[src/rtl/sdram_req_arbiter_pkg.sv]
// Shared encodings for the SDRAM request arbiter: core command codes, arbiter
// FSM states and the default refresh interval.
package sdram_req_arbiter_pkg;

  // 7.8 us at 133 MHz
  localparam int REFRESH_CYCLES_DEF = 1037;

  typedef enum logic [1:0] {
    CMD_NOP     = 2'b00,
    CMD_WRITE   = 2'b01,
    CMD_READ    = 2'b10,
    CMD_REFRESH = 2'b11
  } ctl_cmd_e;

  typedef enum logic [1:0] {
    ST_IDLE      = 2'b00,
    ST_ISSUE     = 2'b01,
    ST_WAIT_DONE = 2'b10
  } arb_state_e;

endpackage

[src/rtl/sdram_refresh_timer.sv]
// Periodic refresh tick generator with a saturating count of refreshes still
// owed to the SDRAM and a sticky overflow flag for ticks that were lost.
module sdram_refresh_timer
  import sdram_req_arbiter_pkg::*;
#(
  parameter int REFRESH_CYCLES = REFRESH_CYCLES_DEF,
  parameter int REF_MAX        = 8,
  parameter int PEND_W         = $clog2(REF_MAX + 1)
) (
  input  logic              clk,
  input  logic              rst,
  input  logic              ref_issue,
  output logic [PEND_W-1:0] ref_pend,
  output logic              ref_ovf
);

  localparam int CNT_W = $clog2(REFRESH_CYCLES + 1);

  logic [CNT_W-1:0] cnt;
  logic             tick;

  assign tick = (cnt == CNT_W'(REFRESH_CYCLES - 1));

  always_ff @(posedge clk) begin
    if (!rst) begin
      cnt      <= '0;
      ref_pend <= '0;
      ref_ovf  <= 1'b0;
    end else begin
      cnt <= tick ? '0 : cnt + 1'b1;
      // a tick and an issued refresh in the same cycle cancel out
      if (tick && !ref_issue) begin
        if (ref_pend == PEND_W'(REF_MAX))
          ref_ovf <= 1'b1;
        else
          ref_pend <= ref_pend + 1'b1;
      end else if (!tick && ref_issue && (ref_pend != '0)) begin
        ref_pend <= ref_pend - 1'b1;
      end
    end
  end

endmodule

[src/rtl/sdram_req_arbiter.sv]
// Arbitrates one write and one read requester plus periodic refresh onto a
// single SDRAM core command port; refresh wins, data requests round-robin.
//
// state        | meaning
// ST_IDLE      | no command outstanding, choose the next one
// ST_ISSUE     | ctl_stb high with command held, waiting for ctl_ack
// ST_WAIT_DONE | core accepted the command, waiting for ctl_done
module sdram_req_arbiter
  import sdram_req_arbiter_pkg::*;
#(
  parameter int REFRESH_CYCLES = REFRESH_CYCLES_DEF,
  parameter int ADR_W          = 24,
  parameter int REF_MAX        = 8
) (
  input  logic             CLK_133MHZ,
  input  logic             rst,
  input  logic             wr_stb,
  input  logic [ADR_W-1:0] wr_adr,
  input  logic [15:0]      wr_dat,
  output logic             wr_ack,
  input  logic             rd_stb,
  input  logic [ADR_W-1:0] rd_adr,
  output logic             rd_ack,
  output logic [15:0]      rd_dat,
  output logic             rd_vld,
  output logic [1:0]       ctl_cmd,
  output logic [ADR_W-1:0] ctl_adr,
  output logic [15:0]      ctl_dat_w,
  output logic             ctl_stb,
  input  logic             ctl_ack,
  input  logic             ctl_done,
  input  logic [15:0]      ctl_dat_r,
  output logic             ref_ovf
);

  localparam int PEND_W = $clog2(REF_MAX + 1);

  arb_state_e        state;
  ctl_cmd_e          cur_cmd;
  logic              rr_rd_pref;
  logic              issue_ack;
  logic              ref_issue;
  logic [PEND_W-1:0] ref_pend;

  sdram_refresh_timer #(
    .REFRESH_CYCLES (REFRESH_CYCLES),
    .REF_MAX        (REF_MAX),
    .PEND_W         (PEND_W)
  ) u_refresh_timer (
    .clk       (CLK_133MHZ),
    .rst       (rst),
    .ref_issue (ref_issue),
    .ref_pend  (ref_pend),
    .ref_ovf   (ref_ovf)
  );

  // Acks follow ctl_ack combinationally so a requester can drop its strobe
  // before the FSM is back in ST_IDLE, even when ack and done coincide.
  assign issue_ack = rst && (state == ST_ISSUE) && ctl_ack;
  assign wr_ack    = issue_ack && (cur_cmd == CMD_WRITE);
  assign rd_ack    = issue_ack && (cur_cmd == CMD_READ);
  assign ref_issue = issue_ack && (cur_cmd == CMD_REFRESH);
  assign ctl_cmd   = ctl_stb ? cur_cmd : CMD_NOP;

  always_ff @(posedge CLK_133MHZ) begin
    if (!rst) begin
      state      <= ST_IDLE;
      cur_cmd    <= CMD_NOP;
      ctl_stb    <= 1'b0;
      ctl_adr    <= '0;
      ctl_dat_w  <= '0;
      rd_dat     <= '0;
      rd_vld     <= 1'b0;
      rr_rd_pref <= 1'b0;
    end else begin
      rd_vld <= 1'b0;
      case (state)
        ST_IDLE: begin
          if (ref_pend != '0) begin
            cur_cmd   <= CMD_REFRESH;
            ctl_adr   <= '0;
            ctl_dat_w <= '0;
            ctl_stb   <= 1'b1;
            state     <= ST_ISSUE;
          end else if (wr_stb && (!rd_stb || !rr_rd_pref)) begin
            cur_cmd    <= CMD_WRITE;
            ctl_adr    <= wr_adr;
            ctl_dat_w  <= wr_dat;
            ctl_stb    <= 1'b1;
            rr_rd_pref <= 1'b1;
            state      <= ST_ISSUE;
          end else if (rd_stb) begin
            cur_cmd    <= CMD_READ;
            ctl_adr    <= rd_adr;
            ctl_dat_w  <= '0;
            ctl_stb    <= 1'b1;
            rr_rd_pref <= 1'b0;
            state      <= ST_ISSUE;
          end
        end
        ST_ISSUE: begin
          if (ctl_ack) begin
            ctl_stb <= 1'b0;
            if (ctl_done) begin
              state <= ST_IDLE;
              if (cur_cmd == CMD_READ) begin
                rd_dat <= ctl_dat_r;
                rd_vld <= 1'b1;
              end
            end else begin
              state <= ST_WAIT_DONE;
            end
          end
        end
        ST_WAIT_DONE: begin
          if (ctl_done) begin
            state <= ST_IDLE;
            if (cur_cmd == CMD_READ) begin
              rd_dat <= ctl_dat_r;
              rd_vld <= 1'b1;
            end
          end
        end
        default: state <= ST_IDLE;
      endcase
    end
  end

endmodule
[config.mk]
export PLATFORM = sky130hd
export DESIGN_NAME = sdram_req_arbiter
export DESIGN_NICKNAME = d
export VERILOG_FILES = /design/src/rtl/sdram_req_arbiter_pkg.sv /design/src/rtl/sdram_refresh_timer.sv /design/src/rtl/sdram_req_arbiter.sv
export SDC_FILE = /design/constraint.sdc
export NUM_CORES = 1
export LEC_CHECK = 0
export BUFFER_PORTS_ARGS = -buffer_cell sky130_fd_sc_hd__buf_2
export CAP_MARGIN = 20
export CORE_AREA = 4 4 85 87
export DETAILED_ROUTE_END_ITERATION = 12
export DIE_AREA = 0 0 89 91
export PLACE_DENSITY = 0.84
export RECOVER_POWER = 50
export SYNTH_ARGS = -nofsm -noshare
export SYNTH_HDL_FRONTEND = slang
export SYNTH_SLANG_ARGS = --single-unit
[constraint.sdc]
create_clock -name CLK_133MHZ -period 7.65 [get_ports CLK_133MHZ]
set_clock_uncertainty 0.05 [all_clocks]
set_input_delay 1.1475 -clock CLK_133MHZ [delete_from_list [all_inputs] [get_ports CLK_133MHZ]]
set_output_delay 1.1475 -clock CLK_133MHZ [all_outputs]
set_load 0.02 [all_outputs]
# Word level (Yosys, flattened, before mapping)
# Index checks and enable logic that the tools add are counted.
dict set report totals {
  reg_bits 79
  latch_bits 0
  ramBits 0
  rom_bits 0
  in_bits 86
  out_inout_bits 63
  word_cells 91
  n_memories 0
}
dict set report op_classes {
  addsub 3
  mul 0
  div 0
  n_lt_le_gt_ge 0
  n_eq_ne 11
  shifts 0
  muxes 35
  bitwise 2
  n_reduce_logical 29
}
# cell n
set ops {}
lappend ops {{$mux W16} 6}
lappend ops {{$mux W24} 3}
lappend ops {{$pmux W16 S2} 1}
lappend ops {{$mux W2} 10}
lappend ops {{$mux W4} 3}
lappend ops {{$add A11 B1 Y11 const B} 1}
lappend ops {{$eq A11 B11 Y1 const B} 1}
lappend ops {{$logic_and A1 B1 Y1} 9}
lappend ops {{$mux W1} 9}
lappend ops {{$reduce_and A3 Y1} 3}
lappend ops {{$reduce_and A2 Y1} 4}
lappend ops {{$reduce_bool A2 Y1} 4}
lappend ops {{$eq A2 B2 Y1 const B} 3}
lappend ops {{$ne A2 B2 Y1 const B} 3}
lappend ops {{$pmux W2 S3} 1}
lappend ops {{$add A4 B1 Y4 const B} 1}
lappend ops {{$eq A2 B1 Y1 const B} 2}
lappend ops {{$eq A4 B4 Y1 const B} 1}
lappend ops {{$logic_not A1 Y1} 4}
lappend ops {{$ne A4 B4 Y1 const B} 1}
lappend ops {{$pmux W1 S2} 2}
lappend ops {{$reduce_bool A4 Y1} 1}
lappend ops {{$sub A4 B1 Y4 const B} 1}
lappend ops {{$reduce_bool A3 Y1} 1}
lappend ops {{4 further kinds} 5}

# Logic depth before layout (Yosys ltp)
dict set report logic_depth {
  depth_word 8
  mapped_depth 13
  depth_no_buf 12
}

# Modules after synthesis
# From an unflattened synthesis, not the netlist that was laid out.
dict set report unflattened {
  cells_unflattened 333
  hier_area_um2 3369.5
}
# module n_inst cells_per_inst area_per_inst_um2 seq_area_each_um2
set by_module_without_submodules {}
lappend by_module_without_submodules {sdram_req_arbiter 1 253 2570.0 1261.2}
lappend by_module_without_submodules {sdram_refresh_timer 1 80 799.5 320.3}

# Worst setup path before layout
# Ideal clock, no wire load.
dict set report synth_path {
  path_kind {input-to-reg}
  from {input rst}
  to {register u_refresh_timer.ref_pend[3]}
  setup_ps 83
  arrival_time_ps 2978
  required_time_ps 7517
  setup_slack_ps 4539
  path_stages 9
  n_path_buf 0
  path_cell_list {nand4_1 nor2_1 nor2_8 inv_2 ha_1 a21o_1 a21o_1 or4_1 o221ai_1}
}
dict set report synth_via {
  elab_chain_cells 7
  word_cells_on_any_way 11
  cone_classes {eq/ne (1); mux (1); reduce/logical (9)}
}
# item line_no
set synth_rtl {}
lappend synth_rtl {{from (decl)} sdram_req_arbiter.sv:16} ;# input logic rst,
lappend synth_rtl {{$logic_and A1 B1 Y1 (2 in a row)} sdram_req_arbiter.sv:59} ;# assign issue_ack = rst && (state == ST_ISSUE) && ctl_ack;
lappend synth_rtl {{$logic_and A1 B1 Y1} sdram_req_arbiter.sv:62} ;# assign ref_issue = issue_ack && (cur_cmd == CMD_REFRESH);
lappend synth_rtl {{$logic_not A1 Y1 or $logic_and A1 B1 Y1 (tied branches)} {sdram_refresh_timer.sv:32, sdram_refresh_timer.sv:37}}
lappend synth_rtl {{$logic_and A1 B1 Y1, on equally long branches} {sdram_refresh_timer.sv:32, sdram_refresh_timer.sv:37}}
lappend synth_rtl {{$ne A2 B2 Y1 (no line) or $reduce_bool A2 Y1 (tied branches)} --}
lappend synth_rtl {{$reduce_and A2 Y1 (no line)} --}
lappend synth_rtl {{to (signal assigned)} sdram_refresh_timer.sv:36} ;# ref_pend <= ref_pend + 1'b1;
lappend synth_rtl {{to (signal assigned)} sdram_refresh_timer.sv:38} ;# ref_pend <= ref_pend - 1'b1;
lappend synth_rtl {{to (decl)} sdram_refresh_timer.sv:13} ;# output logic [PEND_W-1:0] ref_pend,
# Parallel ways exist; a longest one is shown, timed or not.
# A chain may end at the register's enable or synchronous reset.

# Final worst setup path
dict set report layout_path {
  from {register u_refresh_timer.ref_pend[0]}
  to {register ctl_adr[15]}
}
dict set report layout_via {
  elab_chain_cells 3
  word_cells_on_any_way 4
  cone_classes {mux (1); reduce/logical (3)}
}
# item line_no
set layout_rtl {}
lappend layout_rtl {{$reduce_bool A4 Y1 (*)} sdram_req_arbiter.sv:79} ;# if (ref_pend != '0) begin
lappend layout_rtl {{$reduce_bool A3 Y1 (no line)} --}
lappend layout_rtl {{$reduce_and A2 Y1 (no line)} --}
lappend layout_rtl {{to (signal assigned)} sdram_req_arbiter.sv:87} ;# ctl_adr <= wr_adr;
lappend layout_rtl {{to (signal assigned)} sdram_req_arbiter.sv:94} ;# ctl_adr <= rd_adr;
lappend layout_rtl {{to (decl)} sdram_req_arbiter.sv:27} ;# output logic [ADR_W-1:0] ctl_adr,
# Mark *: on every way between the ends. The rest lies on a longest branch, timed or not.

==> results by group <==
Final layout
  • Commonest non-fill, non-tap cell in the layout: buf_2
  • Most frequent cells in the layout: buf_2, nor2_1, dfxtp_1
  • Fin nets: about 570
  • Fin area: 4076 sq um
  • Share of cells above drive strength 1: 0.2343
  • Area growth, synth to finish: 27.61%
  • Antenna fix cells: 0

Placed design
  • Placer Congestion: 0.7886
  • Dpl hpwl: 6.131 mm
  • Pre-CTS setup slack: between 4 and 5 ns
  • Area after DPL: just under 4000 sq um
  • Number of port buffers: 148

Detailed routing
  • Vias: 3023
  • Routed length per instance: approximately 15 um
  • Vias per cell: 5.447
  • 1st-iter DRT viols: 253
  • Total Routed Length: 8.417 mm
  • Antenna Nets Post-Route: 0
  • Pre-Repair DR Iteration Count: 9
  • DRC: 0

Synthesis
  • Largest family of logic cells by synthesized area: simple AND/OR/NAND/NOR gates
  • Xor/xnor share of the synthesized area: 0.03016
  • Warnings, synthesis: 0
  • Mapped Avg Cell Area: 9.621 sq um
  • Sequential-to-total area share from yosys stat: 0.4951
  • Adder-Cell Fraction of Synth Area: 0.03369
  • Post-Syn Area: 3194 sq um
  • Syn nets: roughly 430
  • Count of different cell masters after synthesis: between 40 and 50
  • Top_reg_cell synth: dfxtp_1
  • Synth Area in Compound Gates: 0.1614
  • Syn Inst Count: 332
  • Asr flop ratio synth: 0
  • Synth Register Bits: 79
  • EDFF count, synth: 0
  • Mux share of post-synthesis cell area: 0.06267
  • Simple-gate area share of the yosys netlist: 0.1751

Die
  • Ports: around 150
  • Die Span X: slightly below 90 um
  • Core ar.: 6350 sq um
  • Die Y: 91 um
  • Std cell rows: 29
  • Initial Util: 0.5031
  • Die area: 8099 sq um

Worst hold path
  • Worst Hold Class: flop to flop

STA
  • Setup violations, final: 0
  • Relative slew slack: -0.2264
  • Setup TNS: 0 ns
  • FMAX: 283.4 MHz
  • Period utilization: 0.4612
  • Setup ws final: 4.122 ns
  • Max-slew violation count: 85
  • RSZ-0062 raised after global routing: no
  • Worst Tran Pin Value: 1.840 ns
  • Hold Vio Cnt, Final: 0
  • Min cycle time layout: 3.528 ns

GRT
  • Vias in the first global route: 2951
  • Initial antenna violation count: 0
  • Total global routing overflow: 0
  • First-pass GRT wire length: 13.73 mm
  • Largest net degree at the start of global routing: 69
  • All-Layer GR Usage: 0.2101

Run status
  • Failing checks: max-capacitance violations, max-slew violations
  • Status: finished, violations left

Worst setup path
  • CP Class: flop to flop
  • Crit path capture type: flop
  • Crit-path leading delay family: simple AND/OR/NAND/NOR gates
  • Worst endpoint required time: 7.87 ns
  • Most used cell, CP: nand2_1
  • Worst path buffer plus inverter count: 1
  • CP Max Fanout: 42
  • Worst EP arrival: between 3 and 4 ns
  • Slowest stage delay, CP: 1.32 ns
  • CP max stage cell: clkbuf_1
  • Crit start category: flop
  • Critical path, cell by cell: nor4_1 -> nand2_1 -> nand2_1 -> clkbuf_1 -> a222oi_1 -> nor2_1

Power and ir drop
  • Leakage: ~0.0017 uW
  • Worst vdd ir: approximately 130 uV
  • PD cells: 229.4 nW/um^2

Clock network
  • CTS sink cnt: 79
  • Skew-Pair Late Insertion Delay: 0.34 ns
  • CTS max path bufs: 2
  • CTS tree: yes
  • Clock slew at reported path FFs: around 0.080 ns
  • Cts repair resizes: 0
  • # hold bufs at CTS: 0
  • H-tree depth: 3
  • Post-CTS setup repair buffer count: 0
  • Clk root buf: clkbuf_8
  • Num CTS Buffers: 9

Run
  • Max-cap violation count: 2
[sequential cells by signal, indices dropped and copies added (netlist names)]
name and count:
state 2, ctl_adr 24, rd_dat 16, u_refresh_timer.ref_ovf 1, u_refresh_timer.ref_pend 4, ctl_dat_w 16
u_refresh_timer.cnt 11, rd_vld 1, ctl_stb 1, cur_cmd 2, rr_rd_pref 1
[worst register-to-register path: cells and delay by family, from the launching register on]
kind / cells / cell delay (ns)
AND/OR/NAND/NOR: 4 / 1.37
AO/OA/AOI/OAI: 1 / 0.35
flip-flops: 1 / 0.37
buffers and inverters: 1 / 1.32
[where the power goes]
group / internal (uW) / switching, uW / total [uW]
combinational: 71.0 / 122 / 193
sequential: 442 / 18.7 / 461
clock: 128 / 154 / 281
[through the flow]
stage	power, uW	cells	util	hold slack (ns)
finish	935.2	555	0.6420	0.4384
global route	985.7	555	0.6420	0.4607
CTS	949.3	554	0.6530	0.4425
detailed placement	669.4	538	0.6242	0.4222
global placement	662.3	538	0.6242	0.4069
floorplan	595.8	332	-	0.3875
[worst paths after layout]
kind / from / end / slack (ns) / cells after the start
max reg2reg: u_refresh_timer.ref_pend[0]$_SDFFE_PN0P_ / ctl_adr[15]$_SDFFE_PN0P_ / 4.12 / 6
max: u_refresh_timer.ref_pend[0]$_SDFFE_PN0P_ / ctl_adr[15]$_SDFFE_PN0P_ / 4.12 / 6
min: u_refresh_timer.cnt[0]$_SDFF_PP0_ / u_refresh_timer.cnt[0]$_SDFF_PP0_ / 0.44 / 1
min reg2reg: u_refresh_timer.cnt[0]$_SDFF_PP0_ / u_refresh_timer.cnt[0]$_SDFF_PP0_ / 0.44 / 1
[cells in the mapped netlist (3+ instances only)]
library cell	count	area (sq um)
xnor2_1	5	43.79
dfxtp_1	79	1582
a21oi_1	4	20.02
nor3_1	4	20.02
and2_1	3	18.77
xor2_1	6	52.55
nand3_1	5	25.02
ha_1	7	87.58
a22oi_1	16	120.1
clkbuf_1	18	67.56
o21ai_0	4	20.02
mux2i_1	20	200.2
or4_1	3	22.52
a222oi_1	24	240.2
nand2_1	9	33.78
nor2_1	83	311.6
inv_1	10	37.54
and3_1	4	25.02
a32oi_1	3	26.28
[cell families (layout without fill, tap and decap cells)]
| logic type | after synthesis | after routing |
|---|---|---|
| compound gates | 59 | 59 |
| xor+xnor | 11 | 11 |
| fa+ha+maj | 8 | 8 |
| buf+inv | 33 | 179 |
| flops | 79 | 79 |
| mux | 20 | 20 |
| simple gates | 122 | 122 |
[layer usage]
layer  vias to the layer above  GRT usage  part of all wire
li1                       1474          -                 -
met1                      1416     0.2636              0.40
met2                       114     0.3416              0.50
met3                        19    0.04796             0.064
met4                         0    0.09181             0.028
met5                         -          0                 0
[final cells by class]
class	count	area, sq um
Clock buffer	10	137.6
Clock inverter	6	45.04
Fill cell	571	2273
Inverter	11	41.29
Multi-Input combinational cell	220	1475
Sequential cell	79	1582
Tap cell	77	96.34
Timing Repair Buffer	152	699.4
No activity file was read; power rests on OpenSTA's default activity.
